**src/rtl/fetch_pkg.sv**
```systemverilog
// Shared types and constants for the instruction-fetch buffer.
package fetch_pkg;
  localparam int XLEN = 32;
  localparam logic [XLEN-1:0] NOP_INSTR = 32'h0000_0013;

  typedef struct packed {
    logic [XLEN-1:0] pc;
    logic [XLEN-1:0] instr;
    logic            filled;
  } fetch_entry_t;
endpackage

```
**src/rtl/fetch_buffer_chk.sv**
```systemverilog
// Protocol checker: a response must always have a drop slot or an unfilled entry.
module fetch_buffer_chk (
  input logic CLK,
  input logic reset,
  input logic rsp_valid_i,
  input logic drop_zero_i,
  input logic unfilled_zero_i
);
  // Flag responses that have no outstanding request to belong to.
  always @(posedge CLK) begin
    if (!reset) begin
      assert (!(rsp_valid_i && drop_zero_i && unfilled_zero_i));
    end
  end
endmodule

```
**src/rtl/fetch_queue.sv**
```systemverilog
// Circular buffer of fetch entries, allocated at request time and filled by
// in-order responses; separate alloc, fill and pop pointers.
module fetch_queue
  import fetch_pkg::*;
#(
  parameter int DEPTH = 2,
  parameter int CW    = $clog2(DEPTH) + 1
) (
  input  logic            CLK,
  input  logic            reset,
  input  logic            clear_i,
  input  logic            alloc_i,
  input  logic [XLEN-1:0] alloc_pc_i,
  input  logic            fill_i,
  input  logic [XLEN-1:0] fill_data_i,
  input  logic            pop_i,
  output logic [CW-1:0]   alloc_cnt_o,
  output logic [CW-1:0]   unfilled_o,
  output fetch_entry_t    head_o
);
  localparam int PW = $clog2(DEPTH);

  fetch_entry_t  ent_q [DEPTH];
  logic [PW-1:0] tail_q;
  logic [PW-1:0] fill_q;
  logic [PW-1:0] head_q;
  logic [CW-1:0] alloc_cnt_q;
  logic [CW-1:0] unfilled_q;

  // Entry storage, pointers and occupancy counters.
  always_ff @(posedge CLK or posedge reset) begin
    if (reset) begin
      for (int i = 0; i < DEPTH; i++) begin
        ent_q[i] <= '0;
      end
      tail_q      <= '0;
      fill_q      <= '0;
      head_q      <= '0;
      alloc_cnt_q <= '0;
      unfilled_q  <= '0;
    end else if (clear_i) begin
      // Stale entries need no scrubbing: allocation rewrites the filled flag.
      tail_q      <= '0;
      fill_q      <= '0;
      head_q      <= '0;
      alloc_cnt_q <= '0;
      unfilled_q  <= '0;
    end else begin
      if (alloc_i) begin
        ent_q[tail_q].pc     <= alloc_pc_i;
        ent_q[tail_q].filled <= 1'b0;
        tail_q               <= tail_q + PW'(1);
      end
      if (fill_i) begin
        ent_q[fill_q].instr  <= fill_data_i;
        ent_q[fill_q].filled <= 1'b1;
        fill_q               <= fill_q + PW'(1);
      end
      if (pop_i) begin
        head_q <= head_q + PW'(1);
      end
      alloc_cnt_q <= alloc_cnt_q + CW'(alloc_i) - CW'(pop_i);
      unfilled_q  <= unfilled_q + CW'(alloc_i) - CW'(fill_i);
    end
  end

  assign alloc_cnt_o = alloc_cnt_q;
  assign unfilled_o  = unfilled_q;
  assign head_o      = ent_q[head_q];
endmodule

```
**src/rtl/fetch_buffer.sv**
```systemverilog
// Instruction-fetch stage: issues imem requests for PCF, buffers in-order
// responses and drives the IF/ID register, dropping responses made stale by redirects.
module fetch_buffer #(
  parameter int                        DEPTH     = 2,
  parameter logic [fetch_pkg::XLEN-1:0] NOP_INSTR = fetch_pkg::NOP_INSTR
) (
  input  logic                        CLK,
  input  logic                        reset,
  input  logic [fetch_pkg::XLEN-1:0]  PCF,
  input  logic                        PCSrcE,
  output logic                        pc_en,
  output logic                        imem_req_valid,
  output logic [fetch_pkg::XLEN-1:0]  imem_req_addr,
  input  logic                        imem_req_ready,
  input  logic                        imem_rsp_valid,
  input  logic [fetch_pkg::XLEN-1:0]  imem_rsp_data,
  input  logic                        StallD,
  input  logic                        FlushD,
  output logic [fetch_pkg::XLEN-1:0]  InstrD,
  output logic [fetch_pkg::XLEN-1:0]  PCD,
  output logic [fetch_pkg::XLEN-1:0]  PCPlus4D,
  output logic                        ValidD
);
  import fetch_pkg::*;

  localparam int CW = $clog2(DEPTH) + 1;

  logic [CW-1:0]   alloc_cnt_s;
  logic [CW-1:0]   unfilled_s;
  fetch_entry_t    head_s;
  logic [CW:0]     inflight_s;
  logic            issue_ok_s;
  logic            accept_s;
  logic            rsp_drop_s;
  logic            fill_s;
  logic            head_vld_s;
  logic            pop_s;
  logic [CW-1:0]   drop_cnt_q;
  logic [CW-1:0]   drop_cnt_d;
  logic            valid_q;
  logic [XLEN-1:0] instr_q;
  logic [XLEN-1:0] pc_q;
  logic [XLEN-1:0] pc4_q;

  // Registered counts only: a same-cycle pop does not free a slot for issue.
  assign inflight_s = {1'b0, alloc_cnt_s} + {1'b0, drop_cnt_q};
  assign issue_ok_s = !PCSrcE && (inflight_s < (CW+1)'(DEPTH));

  assign imem_req_valid = !reset && issue_ok_s;
  assign imem_req_addr  = PCF;
  assign accept_s       = imem_req_valid && imem_req_ready;
  assign pc_en          = !reset && (accept_s || PCSrcE);

  assign rsp_drop_s = imem_rsp_valid && (drop_cnt_q != '0);
  assign fill_s     = imem_rsp_valid && (drop_cnt_q == '0) && (unfilled_s != '0);
  assign head_vld_s = (alloc_cnt_s != '0) && head_s.filled;
  assign pop_s      = !PCSrcE && !FlushD && !StallD && head_vld_s;

  // On redirect every outstanding request becomes a drop, minus any response consumed now.
  always_comb begin
    drop_cnt_d = drop_cnt_q;
    if (PCSrcE) begin
      drop_cnt_d = drop_cnt_q + unfilled_s - CW'(rsp_drop_s || fill_s);
    end else if (rsp_drop_s) begin
      drop_cnt_d = drop_cnt_q - CW'(1);
    end else begin
      drop_cnt_d = drop_cnt_q;
    end
  end

  fetch_queue #(
    .DEPTH (DEPTH),
    .CW    (CW)
  ) u_queue (
    .CLK         (CLK),
    .reset       (reset),
    .clear_i     (PCSrcE),
    .alloc_i     (accept_s),
    .alloc_pc_i  (PCF),
    .fill_i      (fill_s),
    .fill_data_i (imem_rsp_data),
    .pop_i       (pop_s),
    .alloc_cnt_o (alloc_cnt_s),
    .unfilled_o  (unfilled_s),
    .head_o      (head_s)
  );

  // Drop counter and IF/ID register with redirect > flush > stall > load priority.
  always_ff @(posedge CLK or posedge reset) begin
    if (reset) begin
      drop_cnt_q <= '0;
      valid_q    <= 1'b0;
      instr_q    <= NOP_INSTR;
      pc_q       <= '0;
      pc4_q      <= '0;
    end else begin
      drop_cnt_q <= drop_cnt_d;
      if (PCSrcE || FlushD) begin
        valid_q <= 1'b0;
        instr_q <= NOP_INSTR;
      end else if (StallD) begin
        valid_q <= valid_q;
        instr_q <= instr_q;
      end else if (head_vld_s) begin
        valid_q <= 1'b1;
        instr_q <= head_s.instr;
        pc_q    <= head_s.pc;
        pc4_q   <= head_s.pc + 32'd4;
      end else begin
        valid_q <= 1'b0;
        instr_q <= NOP_INSTR;
      end
    end
  end

  assign ValidD   = valid_q;
  assign InstrD   = instr_q;
  assign PCD      = pc_q;
  assign PCPlus4D = pc4_q;

  fetch_buffer_chk u_chk (
    .CLK             (CLK),
    .reset           (reset),
    .rsp_valid_i     (imem_rsp_valid),
    .drop_zero_i     (drop_cnt_q == '0),
    .unfilled_zero_i (unfilled_s == '0)
  );
endmodule

```
**config.mk**
```make
export PLATFORM = sky130hd
export DESIGN_NAME = fetch_buffer
export DESIGN_NICKNAME = d
export VERILOG_FILES = /design/src/rtl/fetch_pkg.sv /design/src/rtl/fetch_buffer_chk.sv /design/src/rtl/fetch_queue.sv /design/src/rtl/fetch_buffer.sv
export SDC_FILE = /design/constraint.sdc
export NUM_CORES = 1
export LEC_CHECK = 0
export ABC_AREA = 1
export CORE_MARGIN = 8
export CORE_UTILIZATION = 53
export DETAILED_ROUTE_END_ITERATION = 12
export GPL_TIMING_DRIVEN = 0
export PLACE_DENSITY = 0.81
export SLEW_MARGIN = 20
export SYNTH_ARGS = -nofsm -noshare
export SYNTH_HDL_FRONTEND = slang
export SYNTH_SLANG_ARGS = --single-unit
```
**constraint.sdc**
```tcl
create_clock -name CLK -period 9.75 [get_ports CLK]
set_input_delay 0.975 -clock CLK [delete_from_list [all_inputs] [get_ports CLK]]
set_output_delay 0.975 -clock CLK [all_outputs]
set_load 0.005 [all_outputs]
```
==> results of run 1 <==
[cells in the final DEF (no fill, tap or decap), types with 21 or more instances in the layout]
master           netlist  final
clkbuf_1              26     35
nor2_1                77     77
buf_2                 23     23
buf_4                 38     38
nand3_1               74     74
clkdlybuf4s50_1        0    200
dfrtp_1              231    231
mux2i_1               21     21
inv_1                 82     81
clkbuf_16              0     25
o21ai_0              134    134
nand2_1              438    438
[cells by family after synthesis]
group,share of synthesized area (%)
AND/OR/NAND/NOR,24.8
flip-flops,54.1
buffers and inverters,8.70
AO/OA/AOI/OAI,8.59
multiplexers,1.94
XOR/XNOR,0.728
adder cells (fa/ha/maj),1.11
[registers in the layout, indices dropped and copies added (netlist names)]
signal               flops
u_queue.head_q           1
u_queue.alloc_cnt_o      2
ValidD                   1
u_queue.ent_q          130
u_queue.unfilled_o       2
drop_cnt_q               2
u_queue.fill_q           1
PCPlus4D                30
InstrD                  32
u_queue.tail_q           1
PCD                     32
[power groups by stage]
stage / Combinational [W] / Clock (W) / Sequential [W]
4_1_cts: 0.000678 / 0.000953 / 0.00131
5_1_grt: 0.000767 / 0.000993 / 0.00134
3_5_place_dp: 0.000670 / 0 / 0.00132
3_3_place_gp: 0.000644 / 0 / 0.00132
6_report: 0.000677 / 0.000942 / 0.00132
2_1_floorplan: 0.000414 / 0 / 0.00130
[critical path, cell delays in order, from the launching register on]
cell,delay (ps)
dfrtp_1,430
nand2_1,100
inv_1,50
fa_1,480
nor4_4,320
nand2_2,200
a21oi_1,160
clkdlybuf4s50_1,520
[area by class of cell]
| cell class | instances | area, um2 | share of cell area (%) |
|---|---|---|---|
| tap | 270 | 338 | 2.40 |
| sequential | 234 | 5860 | 41.7 |
| multi-input combinational | 858 | 4030 | 28.7 |
| buffer | 97 | 607 | 4.32 |
| clock buffer | 39 | 728 | 5.18 |
| clock inverter | 7 | 91.3 | 0.650 |
| inverter | 88 | 343 | 2.44 |
| timing repair buffer | 202 | 2060 | 14.6 |
[per-layer routing]
metal	vias to the layer above	share of wire, %	GRT usage, %
li1	4491	-	-
met1	4596	42	32.1
met4	0	2.1	6.82
met5	-	0	0
met2	384	47	40.1
met3	46	8.3	5.30
[how the worst max path moves through the flow]
| stage | endpoint |
|---|---|
| after detailed placement | pc_en |
| after global routing | pc_en |
| final | pc_en |
| after global placement | PCD[20] |
| after floorplan | InstrD[10] |
| after CTS | pc_en |
[metrics by stage]
step,worst slack (ps),util [%]
floorplan,2360,-
global placement,-383,65.3
detailed placement,6110,65.6
CTS,5990,69.7
global route,5940,69.7
finish,6010,69.7
==> results.md, run 1 <==
- Max Freq: 0.268 GHz
- Final Power: slightly below 0.003 W
- Reg2reg start: drop_cnt_q[0]
- GRT Total Usage: about a quarter
- Seq cells post-synth: between 200 and 250
- Worst skew pair latency: approximately 520 ps
- Hold Path Depth: 2
- Final Critical Period: 3740 ps
- CTS tree: done
- Core box area: 0.0202 mm2
- CTS Buffer Depth: 3
- Fillers: 1600
- Hold endpoint: u_queue.ent_q[103]
- Setup crit start kind: register
- Internal power: between 0.002 and 0.0025 W
- Synth async-reset ratio: 100%
- Synth cell types: 36
- Top-count cell post-synth: nand2_1
- Drt pass-1 iters: 7
- Hold_sp: u_queue.ent_q[103]
- Psw: 0.000896 W
- Comb pwr share: 23.1%
- Vias per cell: about 5.3
- Area Growth Syn to Fin: 29.7%
- Starting Density: around 54%
- Flop pwr share: 44.8%
- Drc violations: 0
- Crit path from: drop_cnt_q[0]
- Syn_nets: between 1000 and 1500
- Status: finished clean
- Sum of negative setup slack: 0 ps
- Syn Inst Count: ~1300
- CTS-repair resized insts: 0
- Antenna violations before repair: 0
- Die Y: around 160 um
- Synth Area per Inst: ~8.5 um2
- # IOs: 202
- Synth top cells by count: nand2_1 (438), dfrtp_1 (231), o21ai_0 (134)
- Top-area cell type share of the netlist area: a little over half
- RSZ-0062 raised after global routing: no
- Largest net degree at the start of global routing: 104
- Die area: between 0.02 and 0.03 mm2
- Max Slew Vio Count: 0
- Power per Cell Area: 209 mW/mm2
- Post-route cell area: 0.0141 mm2
- Hold buffers post-CTS: 0
- Leak: 6.74 nW
- Reg clk slew, reported paths: around 60 ps
- Seq/Total Area, Yosys: between 50% and 60%
- First-pass GRT wire length: roughly 51000 um
- Post-CTS Setup Repair Bufs: 0
- # nets final: around 1600
- Mapped cell area: approximately 0.011 mm2
- Peak supply drop: roughly 0.00013 V
- Sw Ratio: a little under a third
- Critical path class: register to primary output
- CTS Buf Count: 25
- Hpwl dp: roughly 23000 um
- Post-synth top flop: dfrtp_1
- CTS Root Cell: clkbuf_16
- Share of cells above drive strength 1: a little over a tenth
- # clock sinks: between 200 and 250
- Synth area leader: dfrtp_1
- Row count: 52
- Post-route ant nets: 0
- Vias in the first global route: just under 10000
- Clk pwr share: between 30% and 40%
- R2R cell count: 10
- Max Cap Viol: 0
- Crit path capture type: primary output
- CTS H-Tree Depth: 1
- GP Congestion: 0.905
- Via count: 9517
- Critical Path AT: roughly 2800 ps
- Global route total overflow: 0
- Final Hold Violating Endpoints: 0
- Hold WC Path Type: register to register
- Clock skew: ~6.3 ps
- Fin cells: ~1800
- Reg2reg end: u_queue.ent_q[47]
- CP Max Fanout: 5
- Total Routed Length: between 30000 and 40000 um
- R2R setup slack: ~7300 ps
- Yosys warns: 0
- # setup viols final: 0
- Initial DRC count: ~900
- Leading post-synthesis cells by cell area: dfrtp_1 (53%), nand2_1 (15%), o21ai_0 (6.2%), nand3_1 (3.4%), inv_1 (2.8%)
- Final period utilization: a little under two fifths
- Antenna fix cells: 0
- Worst path required time: between 8000 and 9000 ps
- Port Buffers: 200
- Worst rel slew slack: 57.8%
- Placed cell area: roughly 0.013 mm2
- Placed insts: around 1700
- DIE WIDTH: ~160 um
- Routed WL per cell: between 15 and 20 um
- Hold WS: roughly 470 ps
- Worst slew pin tran: between 600 and 700 ps
- Post-synth EDFFs: 0
No activity file was read; power rests on OpenSTA's default activity.
==> inputs of run 2 (changes only) <==
==> constraint.sdc (replaced) <==
create_clock -name CLK -period 3.9 [get_ports CLK]
set_input_delay 0.39 -clock CLK [delete_from_list [all_inputs] [get_ports CLK]]
set_output_delay 0.39 -clock CLK [all_outputs]
set_load 0.005 [all_outputs]
==> results.md, run 2 (synthesized netlist as in run 1, its figures left out) <==
- Status: finished clean
- Placed insts: about 1800
- Initial DRC count: 706
- Final Hold Violating Endpoints: 0
- Reg2reg end: u_queue.ent_q[46]
- Worst path max stage delay: ~530 ps
- Register area: approximately 0.0059 mm2
- First-pass GRT wire length: roughly 52000 um
- Hold_sp: PCSrcE
- R2R setup slack: about 1500 ps
- Most common cell after layout, fill and taps aside: nand2_1
- Post-CTS Setup Repair Bufs: 0
- CTS Buf Count: 24
- Routed WL per cell: 17.6 um
- Die area: ~0.025 mm2
- Worst slew pin tran: roughly 630 ps
- Die Y: roughly 160 um
- Reg with most FFs: u_queue.ent_q
- Area Growth Syn to Fin: 30.3%
- # setup viols final: 0
- GRT Total Usage: 24.9%
- Critical path class: register to primary output
- Hold Path Depth: 2
- Starting Density: a little over half
- CTS tree: done
- Drc violations: 0
- Setup crit start kind: register
- Post-route ant nets: 0
- Total Routed Length: between 30000 and 40000 um
- # IOs: slightly above 200
- Max Slew Vio Count: 0
- Clock skew: ~19 ps
- CTS Root Cell: clkbuf_16
- Antenna violations before repair: 0
- Power per Cell Area: 512 mW/mm2
- Multi-input logic area: just over 0.004 mm2
- Port Buffers: 200
- CP Max Fanout: 5
- Fin cells: between 1500 and 2000
- R2R cell count: 10
- Max Cap Viol: 0
- Worst-path cell chain: nand2_1 -> inv_1 -> fa_1 -> nor4_4 -> nand2_2 -> a21oi_1 -> clkdlybuf4s50_1
- Vias per cell: 5.33
- Max Freq: 0.318 GHz
- Row count: 52
- Fillers: 1532
- Peak supply drop: 0.000331 V
- Commonest non-fill, non-tap cells in the layout: nand2_1 (438), dfrtp_1 (231), clkdlybuf4s50_1 (200), o21ai_0 (134), inv_1 (81)
- Vias in the first global route: 9834
- Final period utilization: about four fifths
- Leak: about 6.8 nW
- Critical Path AT: around 2800 ps
- Via count: roughly 9600
- Antenna fix cells: 0
- Core box area: just over 0.02 mm2
- Post-route cell area: between 0.01 and 0.015 mm2
- Crit path capture type: primary output
- Drt pass-1 iters: 7
- Worst path required time: about 3500 ps
- Largest net degree at the start of global routing: 34
- Hpwl dp: roughly 24000 um
- Reg clk slew, reported paths: 60 ps
- Hold buffers post-CTS: 0
- CTS H-Tree Depth: 1
- RSZ-0062 raised after global routing: no
- CTS Buffer Depth: 3
- Slowest library cell on the worst path: clkdlybuf4s50_1
- # nets final: around 1600
- GP Congestion: between 0.9 and 1
- Hold endpoint: u_queue.unfilled_o[0]
- Reg2reg start: drop_cnt_q[0]
- Worst skew pair latency: approximately 520 ps
- DIE WIDTH: roughly 160 um
- # clock sinks: ~230
- Share of cells above drive strength 1: approximately 11%
- Number of flip-flops in the largest register: 130
- Worst rel slew slack: roughly three fifths
- Global route total overflow: 0
- Hold WC Path Type: input pin to register
- Final Critical Period: 3140 ps
- Placed cell area: roughly 0.013 mm2
- CTS-repair resized insts: 0
-- run 2: cell count changes in the layout (fill, tap and decap cells not counted), sizes merged --
cell,change
clkinvlp,+2
buf,+6
bufinv,-2
inv,-2
-- run 2: report_power, final --
| part | switching (W) | internal, W |
|---|---|---|
| Clock | 0.000949 | 0.00129 |
| Combinational | 0.000980 | 0.000726 |
| Sequential | 0.000317 | 0.00297 |
| Total | 0.00225 | 0.00499 |
-- run 2: area by class of cell --
cell class,count,share of cell area (%)
Sequential cell,234,41.5
Multi-Input combinational cell,858,28.6
Timing Repair Buffer,208,15.4
Clock buffer,39,5.23
Buffer,97,4.30
Inverter,88,2.40
Tap cell,270,2.39
Clock inverter,5,0.213
-- run 2: worst max path at each step --
stage | from | end | slack [ps] | depth (start not counted)
after detailed placement | drop_cnt_q[0] | pc_en | 1310 | 7
after global routing | drop_cnt_q[0] | pc_en | 640 | 7
final | drop_cnt_q[0] | pc_en | 760 | 7
after CTS | drop_cnt_q[0] | pc_en | 760 | 7
after floorplan | reset | InstrD[10] | 450 | 1
after global placement | reset | PCPlus4D[26] | -1290 | 2
-- run 2: routing by layer --
metal  up-vias  part of all wire (%)  track usage (%)
met5         -                     0                0
met4         0                   2.8             8.15
met3        52                   8.3             6.23
met2       368                    47             40.1
met1      4669                    42             32.6
li1       4502                     -                -
-- run 2: metrics by stage --
step / total power [W] / utilization (%) / worst slack [ps] / TNS [ps] / hold WS, ps
after CTS: 0.00724 / 70.0 / 762 / 0 / 79.5
after detailed placement: 0.00500 / 66.2 / 1310 / 0 / 456
after global routing: 0.00763 / 70.0 / 640 / 0 / 85.7
after floorplan: 0.00428 / - / 449 / 0 / 437
after global placement: 0.00490 / 65.3 / -1290 / -295860 / 452
final: 0.00723 / 70.0 / 756 / 0 / 84.4
-- run 2: worst max-delay path: cells and delay by family (launching register included) --
family          cells  cell delay, ps
simple gates        3             600
flops               1             430
buf+inv             2             580
fa+ha+maj           1             480
compound gates      1             160
